### config.mk
export PLATFORM = sky130hd
export DESIGN_NAME = spi_slave_fsm
export DESIGN_NICKNAME = d
export VERILOG_FILES = /design/src/rtl/spi_slave_fsm.sv
export SDC_FILE = /design/constraint.sdc
export NUM_CORES = 1
export LEC_CHECK = 0
export ABC_AREA = 0
export BUFFER_PORTS_ARGS = -buffer_cell sky130_fd_sc_hd__buf_2
export CORE_UTILIZATION = 40
export CTS_CLUSTER_SIZE = 25
export DETAILED_ROUTE_END_ITERATION = 16
export SETUP_SLACK_MARGIN = 0.05
export SLEW_MARGIN = 20
export SYNTH_ARGS = -nofsm -noshare
export SYNTH_HDL_FRONTEND = slang
export SYNTH_SLANG_ARGS = --single-unit
### constraint.sdc
create_clock -name clk -period 4.04 [get_ports clk]
set_input_delay 0.404 -clock clk [delete_from_list [all_inputs] [get_ports clk]]
set_output_delay 0.404 -clock clk [all_outputs]
set_load 0.01 [all_outputs]
### src/rtl/spi_slave_fsm.sv
// -----------------------------------------------------------------------------
// spi_slave_fsm
//
// SPI peripheral controller fed by the input conditioners. Every input is
// already synchronised to clk; SCLK is visible only as single-cycle rising and
// falling edge pulses. A transfer starts with one address/RW byte
// {addr[ADDR_W-1:0], rw}. It is followed either by a data byte that is written
// to memory (rw=0) or by a memory byte that is shifted out on MISO (rw=1).
// Both bytes are sent MSB first.
//
// Optional feature (compile-time macro SPI_BURST_EN):
//   When defined, the controller does not stop after one data byte. It
//   increments mem_addr (wrapping at 2^ADDR_W) and keeps writing or reading
//   consecutive bytes until chip select rises. When undefined, only one data
//   byte is handled per chip-select assertion and no address incrementer is
//   built.
//
// Parameters:
//   DATA_W  data byte width, which is also the address-phase length
//   ADDR_W  memory address width; must equal DATA_W-1
//
// Ports:
//   clk        in   system clock, rising edge
//   rst_n      in   synchronous reset, active low
//   cs_cond    in   conditioned chip select, active low
//   sclk_pos   in   1-cycle pulse on each SCLK rising edge
//   sclk_neg   in   1-cycle pulse on each SCLK falling edge
//   mosi_cond  in   conditioned MOSI level
//   mem_rdata  in   memory read data, combinational from mem_addr
//   miso       out  serial read data, MSB first
//   miso_oe    out  MISO output enable
//   mem_addr   out  registered memory address
//   mem_wdata  out  registered write data
//   mem_we     out  single-cycle write strobe
//   busy       out  high whenever the controller is not idle
// -----------------------------------------------------------------------------
module spi_slave_fsm #(
    parameter int DATA_W = 8,
    parameter int ADDR_W = 7
) (
    input  logic              clk,
    input  logic              rst_n,
    input  logic              cs_cond,
    input  logic              sclk_pos,
    input  logic              sclk_neg,
    input  logic              mosi_cond,
    input  logic [DATA_W-1:0] mem_rdata,
    output logic              miso,
    output logic              miso_oe,
    output logic [ADDR_W-1:0] mem_addr,
    output logic [DATA_W-1:0] mem_wdata,
    output logic              mem_we,
    output logic              busy
);

    // The counter has to hold DATA_W itself: in READ_SHIFT the controller
    // needs to know that the last rising edge has already been seen.
    localparam int CNT_W = $clog2(DATA_W) + 1;
    localparam logic [CNT_W-1:0] CNT_ZERO = '0;
    localparam logic [CNT_W-1:0] CNT_ONE  = CNT_W'(1);
    localparam logic [CNT_W-1:0] CNT_LAST = CNT_W'(DATA_W - 1);
    localparam logic [CNT_W-1:0] CNT_FULL = CNT_W'(DATA_W);

    typedef enum logic [2:0] {
        IDLE         = 3'd0,
        GET_ADDR     = 3'd1,
        READ_WAIT    = 3'd2,
        READ_SHIFT   = 3'd3,
        WRITE_SHIFT  = 3'd4,
        WRITE_COMMIT = 3'd5,
        DONE         = 3'd6
    } state_t;

    state_t            state_q,     state_d;
    logic [DATA_W-1:0] shreg_q,     shreg_d;
    logic [CNT_W-1:0]  cnt_q,       cnt_d;
    logic [ADDR_W-1:0] mem_addr_q,  mem_addr_d;
    logic [DATA_W-1:0] mem_wdata_q, mem_wdata_d;

    // Shift register contents once the current MOSI bit has been sampled.
    logic [DATA_W-1:0] shift_in;
    assign shift_in = {shreg_q[DATA_W-2:0], mosi_cond};

    always_ff @(posedge clk) begin
        if (!rst_n) begin
            state_q     <= IDLE;
            shreg_q     <= '0;
            cnt_q       <= '0;
            mem_addr_q  <= '0;
            mem_wdata_q <= '0;
        end else begin
            state_q     <= state_d;
            shreg_q     <= shreg_d;
            cnt_q       <= cnt_d;
            mem_addr_q  <= mem_addr_d;
            mem_wdata_q <= mem_wdata_d;
        end
    end

    always_comb begin
        state_d     = state_q;
        shreg_d     = shreg_q;
        cnt_d       = cnt_q;
        mem_addr_d  = mem_addr_q;
        mem_wdata_d = mem_wdata_q;

        if (cs_cond) begin
            // Deselect aborts everything and overrides any coincident SCLK
            // edge. A write is lost unless WRITE_COMMIT has already been
            // reached.
            state_d = IDLE;
        end else begin
            unique case (state_q)
                IDLE: begin
                    state_d = GET_ADDR;
                end

                GET_ADDR: begin
                    if (sclk_pos) begin
                        shreg_d = shift_in;
                        if (cnt_q == CNT_LAST) begin
                            mem_addr_d = shift_in[DATA_W-1:1];
                            state_d    = shift_in[0] ? READ_WAIT : WRITE_SHIFT;
                        end else begin
                            cnt_d = cnt_q + CNT_ONE;
                        end
                    end
                end

                READ_WAIT: begin
                    // mem_addr was loaded on the previous edge, so mem_rdata
                    // is valid now.
                    shreg_d = mem_rdata;
                    state_d = READ_SHIFT;
                end

                READ_SHIFT: begin
                    if (sclk_pos) begin
                        if (cnt_q != CNT_FULL) begin
                            cnt_d = cnt_q + CNT_ONE;
                        end
                    end else if (sclk_neg && (cnt_q != CNT_ZERO)) begin
                        // The falling edge left over from the address byte
                        // arrives with cnt_q == 0 and must not consume the MSB.
                        if (cnt_q == CNT_FULL) begin
`ifdef SPI_BURST_EN
                            mem_addr_d = mem_addr_q + ADDR_W'(1);
                            state_d    = READ_WAIT;
`else
                            state_d    = DONE;
`endif
                        end else begin
                            shreg_d = {shreg_q[DATA_W-2:0], 1'b0};
                        end
                    end
                end

                WRITE_SHIFT: begin
                    if (sclk_pos) begin
                        shreg_d = shift_in;
                        if (cnt_q == CNT_LAST) begin
                            mem_wdata_d = shift_in;
                            state_d     = WRITE_COMMIT;
                        end else begin
                            cnt_d = cnt_q + CNT_ONE;
                        end
                    end
                end

                WRITE_COMMIT: begin
`ifdef SPI_BURST_EN
                    mem_addr_d = mem_addr_q + ADDR_W'(1);
                    state_d    = WRITE_SHIFT;
`else
                    state_d    = DONE;
`endif
                end

                DONE: begin
                    state_d = DONE;
                end

                default: begin
                    state_d = IDLE;
                end
            endcase
        end

        // Every phase counts from zero.
        if (state_d != state_q) begin
            cnt_d = CNT_ZERO;
        end
    end

    assign miso_oe   = (state_q == READ_SHIFT);
    assign miso      = miso_oe & shreg_q[DATA_W-1];
    assign mem_we    = (state_q == WRITE_COMMIT);
    assign busy      = (state_q != IDLE);
    assign mem_addr  = mem_addr_q;
    assign mem_wdata = mem_wdata_q;

endmodule

== Word-level counts from Yosys, hierarchy flattened ==
Cells that the tools add are included.

* Equality and inequality tests: 17
* Add/subtract/negate cells: 1
* Bitwise operators: 3
* Reduce and logical (&&, ||, !) cells: 13
* Muxes and demuxes: 20

{| class="wikitable"
|+ Operators with widths
! operator !! count
|-
| $mux 8 || 4
|-
| $mux 3 || 9
|-
| $pmux 8 s3 || 1
|-
| $pmux 3 s6 || 1
|-
| $mux 4 || 4
|-
| $reduce_and 6->1 || 2
|-
| $eq 3x3->1 const B || 3
|-
| $ne 2x2->1 const B || 4
|-
| $pmux 4 s2 || 1
|-
| $reduce_and 4->1 || 2
|-
| $eq 3x2->1 const B || 2
|-
| $ne 2x1->1 const B || 3
|-
| $reduce_bool 3->1 || 2
|-
| $reduce_or 2->1 || 3
|-
| $add 4x1->4 const B || 1
|-
| $eq 4x3->1 const B || 1
|-
| $eq 4x4->1 const B || 1
|-
| $ne 4x4->1 const B || 1
|-
| $reduce_bool 4->1 || 1
|-
| $eq 3x1->1 const B || 1
|-
| $logic_not 3->1 || 1
|-
| $ne 3x3->1 || 1
|-
| $not 1->1 || 2
|-
| $reduce_bool 2->1 || 1
|-
| other kinds (2) || 2
|}

* Logic and storage cells: 59
* Output and inout port bits: 19
* Input bits: 14
* Register bits after elaboration: 30

== Logic depth before layout (Yosys ltp) ==
* Word-level depth: 8
* Gate-level depth with buffers: 7
* Mapped depth without buffers: 7

== Worst setup path before layout ==
No wires, ideal clock.

* Kind: reg2reg
* From: register cnt_q[1]
* To: register mem_addr_q[0] (netlist: mem_addr[0])
* Data required time: 3.924 ns
* Arrival time: 1.434 ns
* Cell stages (with the launch flop): 6
* Setup time: 0.116 ns
* Period minus slack after synthesis: 1.550 ns
* Path buffers: 0
* Setup slack: 2.490 ns
* Path through: dfxtp_1 ha_1 nand4b_4 nor4_4 mux2i_1 nor2b_1

* Word-level cells in the longest chain between the ends: 2

{| class="wikitable"
|+ Ends and longest elaborated chain
! what !! line !! source
|-
| start, declared || 76 || <nowiki>logic [CNT_W-1:0] cnt_q, cnt_d;</nowiki>
|-
| start signal, assigned || 94 || <nowiki>cnt_q <= cnt_d;</nowiki>
|-
| $eq 4x3->1 || 121 || <nowiki>if (cnt_q == CNT_LAST) begin</nowiki>
|-
| $reduce_and 4->1 (no line) || -- ||
|-
| end signal, assigned || 95 || <nowiki>mem_addr_q <= mem_addr_d;</nowiki>
|-
| end, declared || 77 || <nowiki>logic [ADDR_W-1:0] mem_addr_q, mem_addr_d;</nowiki>
|}

Every way passes these cells.
A chain may end at the register's enable or synchronous reset.

== Worst setup path in the final report ==
* From: register state_q[2]
* To: register mem_wdata_q[1] (netlist: mem_wdata[1])

* Word-level cells in the longest chain between the ends: 2

{| class="wikitable"
|+ Ends and longest elaborated chain
! what !! line !! source
|-
| start, declared || 74 || <nowiki>state_t state_q, state_d;</nowiki>
|-
| start signal, assigned || 92 || <nowiki>state_q <= state_d;</nowiki>
|-
| $eq 3x3->1 || 113 || <nowiki>unique case (state_q)</nowiki>
|-
| $reduce_and 4->1 (no line) || -- ||
|-
| end signal, assigned || 96 || <nowiki>mem_wdata_q <= mem_wdata_d;</nowiki>
|-
| end, declared || 78 || <nowiki>logic [DATA_W-1:0] mem_wdata_q, mem_wdata_d;</nowiki>
|}

Every way passes these cells.

==> results.tsv <==
metric	value	unit
Synth Area per Inst	9.418	sq um
CTS tree	yes	
vias in the first global route	1185	
die width	64.33	um
row cnt	22	
via count	1234	
final antenna-violating net count	0	
setup violators final	0	
syn_nets	181	
n_diodes	0	
Inserted Clock Buffers	5	
Register-to-Register Setup Slack	2060	ps
CTS-repair resized insts	0	
GRT Util Overall	17.07	%
hold buffer count at CTS	0	
count leader, synth	dfxtp_1	
Sw Ratio	22.40	%
Leakage	0.7608	nW
top post-synthesis cells by count	dfxtp_1 (30), mux2i_1 (24), nand2_1 (23)	
Hold Vio Cnt, Final	0	
library cells used by synthesis	37	
Total Wirelength	3.146	mm
initial antenna violation count	0	
Initial Util	42.13	%
grt ovf	0	
Post-synth ARST share	0	%
Residual DRC	0	
pin count of the biggest net entering global routing	34	
worst-path maximum fanout	11	
maximum vdd drop	0.1802	mV
worst path bufs/invs	0	
setup TNS	0	ps
Avg Vias per Cell	5.016	
switching power	0.1313	mW
share of cells above drive strength 1	27.27	%
fmax	506.0	MHz
clock root cell	clkbuf_8	
Post-Syn Instances	165	
max_slew headroom	58.01	%
first-pass GRT wire length	5.368	mm
Cell Pwr Density	320.6	mW/mm^2
Synth Flop Type	dfxtp_1	
RSZ-0062 raised after global routing	false	
clk slew on worst S/H paths	60	ps
crit start category	flip-flop	
CTS sink count	30	
worst-margin pin slew	625.2	ps
Hold/Removal Path Class	in2reg	
DP Wirelength	2.271	mm
Seq pwr share	51.4	%
Final Skew	4.007	ps
dpl cells	238	
Total Nets Final	213	
CP max stage cell	dfxtp_1	
CP Class	reg2reg	
Critical Path RT	4200	ps
Pint	0.4548	mW
yosys warns	0	
Vert. Die Dim	64.33	um
highest cell delay on the worst timing path	580	ps
Bufs on Longest Clock Path	2	
logic gate share of total power	7.1	%
Syn Std Cell Area	0.001554	sq mm
Synth top area share	38.65	%
biggest area consumer among synthesized cells	dfxtp_1	
core footprint	0.003689	sq mm
first-pass detailed-route iteration total	4	
Worst EP arrival	2140	ps
setup bufs post-CTS	0	
H-tree Lvls	2	
IO Pins	33	
Worst setup EP type	flip-flop	
Clk network pwr share	41.5	%
ranking of synthesized cells by area	dfxtp_1 (39%), mux2i_1 (15%), nor2b_1 (6.8%)	
WL/cell	12.79	um
IO buf count	32	
Final Max Slew Viols	0	
sequential share of the synthesized area	38.65	%
Max Cap Viol	0	
Layout Cells excl Fill	246	
status	completed	
die outline area	0.004138	sq mm
P&R area growth vs syn	17.63	%
period utilisation layout	48.92	%
Worst-Skew Late Latency	270	ps
starting DRC count in detailed routing	118	
Tmin final	1976	ps
Seq cells post-synth	30	
crit-path leading delay family	simple AND/OR/NAND/NOR gates	
Post-synth EDFFs	0	
CP Cell Sequence	or3b_4 -> nor3_4 -> mux2i_1 -> nor2b_1	
GPL Wtd Cong	0.8814	
fill count	352	
through the flow:
| step | util [%] | worst slack, ps | power, mW | hold WS (ps) | instance area (sq um) |
|---|---|---|---|---|---|
| 2_1_floorplan | - | 2490 | 0.3365 | 430.1 | 1554 |
| 3_3_place_gp | 47.08 | 2083 | 0.3487 | 442.1 | 1737 |
| 3_5_place_dp | 47.08 | 2066 | 0.3497 | 453.6 | 1737 |
| 4_1_cts | 49.56 | 2046 | 0.5952 | 436.5 | 1828 |
| 5_1_grt | 49.56 | 1938 | 0.6164 | 450.2 | 1828 |
| 6_report | 49.56 | 2064 | 0.5861 | 439.9 | 1828 |
power by group through the flow:
stage	Sequential [mW]	Clock, mW	Combinational, mW
2_1_floorplan	0.306	0	0.0304
3_3_place_gp	0.308	0	0.0410
3_5_place_dp	0.308	0	0.0417
4_1_cts	0.301	0.252	0.0419
5_1_grt	0.301	0.268	0.0466
6_report	0.301	0.243	0.0414
path summary, 6_finish.rpt:
| kind | cells after the start | from | end |
|---|---|---|---|
| worst max-delay path | 4 | state_q[2]$_SDFF_PN0_ | mem_wdata[1]$_SDFFE_PN0P_ |
| worst min-delay path | 3 | mosi_cond | mem_wdata[0]$_SDFFE_PN0P_ |
| worst min register to register | 2 | shreg_q[7]$_SDFFE_PN0P_ | shreg_q[7]$_SDFFE_PN0P_ |
| worst max register to register | 4 | state_q[2]$_SDFF_PN0_ | mem_wdata[1]$_SDFFE_PN0P_ |
cells in the final DEF, fill, tap and decap left out, drive strengths merged:
master / Yosys / layout
nand3: 3 / 3
a21oi: 7 / 7
nor4: 1 / 1
inv: 6 / 6
or3b: 1 / 1
clkbuf: 3 / 7
xnor2: 2 / 2
nor3: 2 / 2
nor2: 7 / 7
o211ai: 1 / 1
mux2: 7 / 7
a31oi: 1 / 1
nand4: 1 / 1
buf: 4 / 32
nand2: 24 / 24
and2: 1 / 1
o21ai: 8 / 8
xor2: 1 / 1
dfxtp: 30 / 30
nand2b: 2 / 2
nand4b: 1 / 1
nor3b: 1 / 1
nand4bb: 1 / 1
nor2b: 17 / 17
and4b: 2 / 2
mux2i: 24 / 24
o221ai: 1 / 1
and2b: 1 / 1
clkinv: 0 / 1
ha: 2 / 2
or3: 2 / 2
o31ai: 1 / 1
final cells by class:
type | instances | area (sq um) | share of cell area [%]
inverters | 6 | 22.52 | 1.232
well taps | 48 | 60.06 | 3.285
multi-input cells | 122 | 893.4 | 48.87
clock buffers | 7 | 86.33 | 4.723
repair buffers | 32 | 160.2 | 8.761
flip-flops and latches | 30 | 600.6 | 32.85
clock inverters | 1 | 5.005 | 0.2738
registers in the layout (all words and copies together) (netlist names):
name,count
shreg_q,8
mem_addr,7
cnt_q,4
state_q,3
mem_wdata,8
worst min-delay path, delay by kind of cell:
family | cells | cell delay (ps)
buffers and inverters | 1 | 110
AND/OR/NAND/NOR | 1 | 100
multiplexers | 1 | 70
per-layer routing:
metal / routed length, um / vias to the layer above / track usage (%)
li1: - / 627 / -
met5: 0 / - / 0
met3: 138 / 4 / 4.643
met2: 1566 / 27 / 28.16
met4: 57 / 0 / 10.28
met1: 1384 / 576 / 19.46
kinds of logic (layout without fill, tap and decap cells):
group | Yosys count | after routing | synth area share, %
AOI/OAI and AO/OA | 19 | 19 | 7.005
buffers and inverters | 13 | 46 | 3.864
adders and majority gates | 2 | 2 | 1.610
xor gates and xnor gates | 3 | 3 | 1.691
and+or+nand+nor | 67 | 67 | 26.65
DFF | 30 | 30 | 38.65
muxes | 31 | 31 | 20.53
Note: power is estimated with default switching activity, not from simulation.
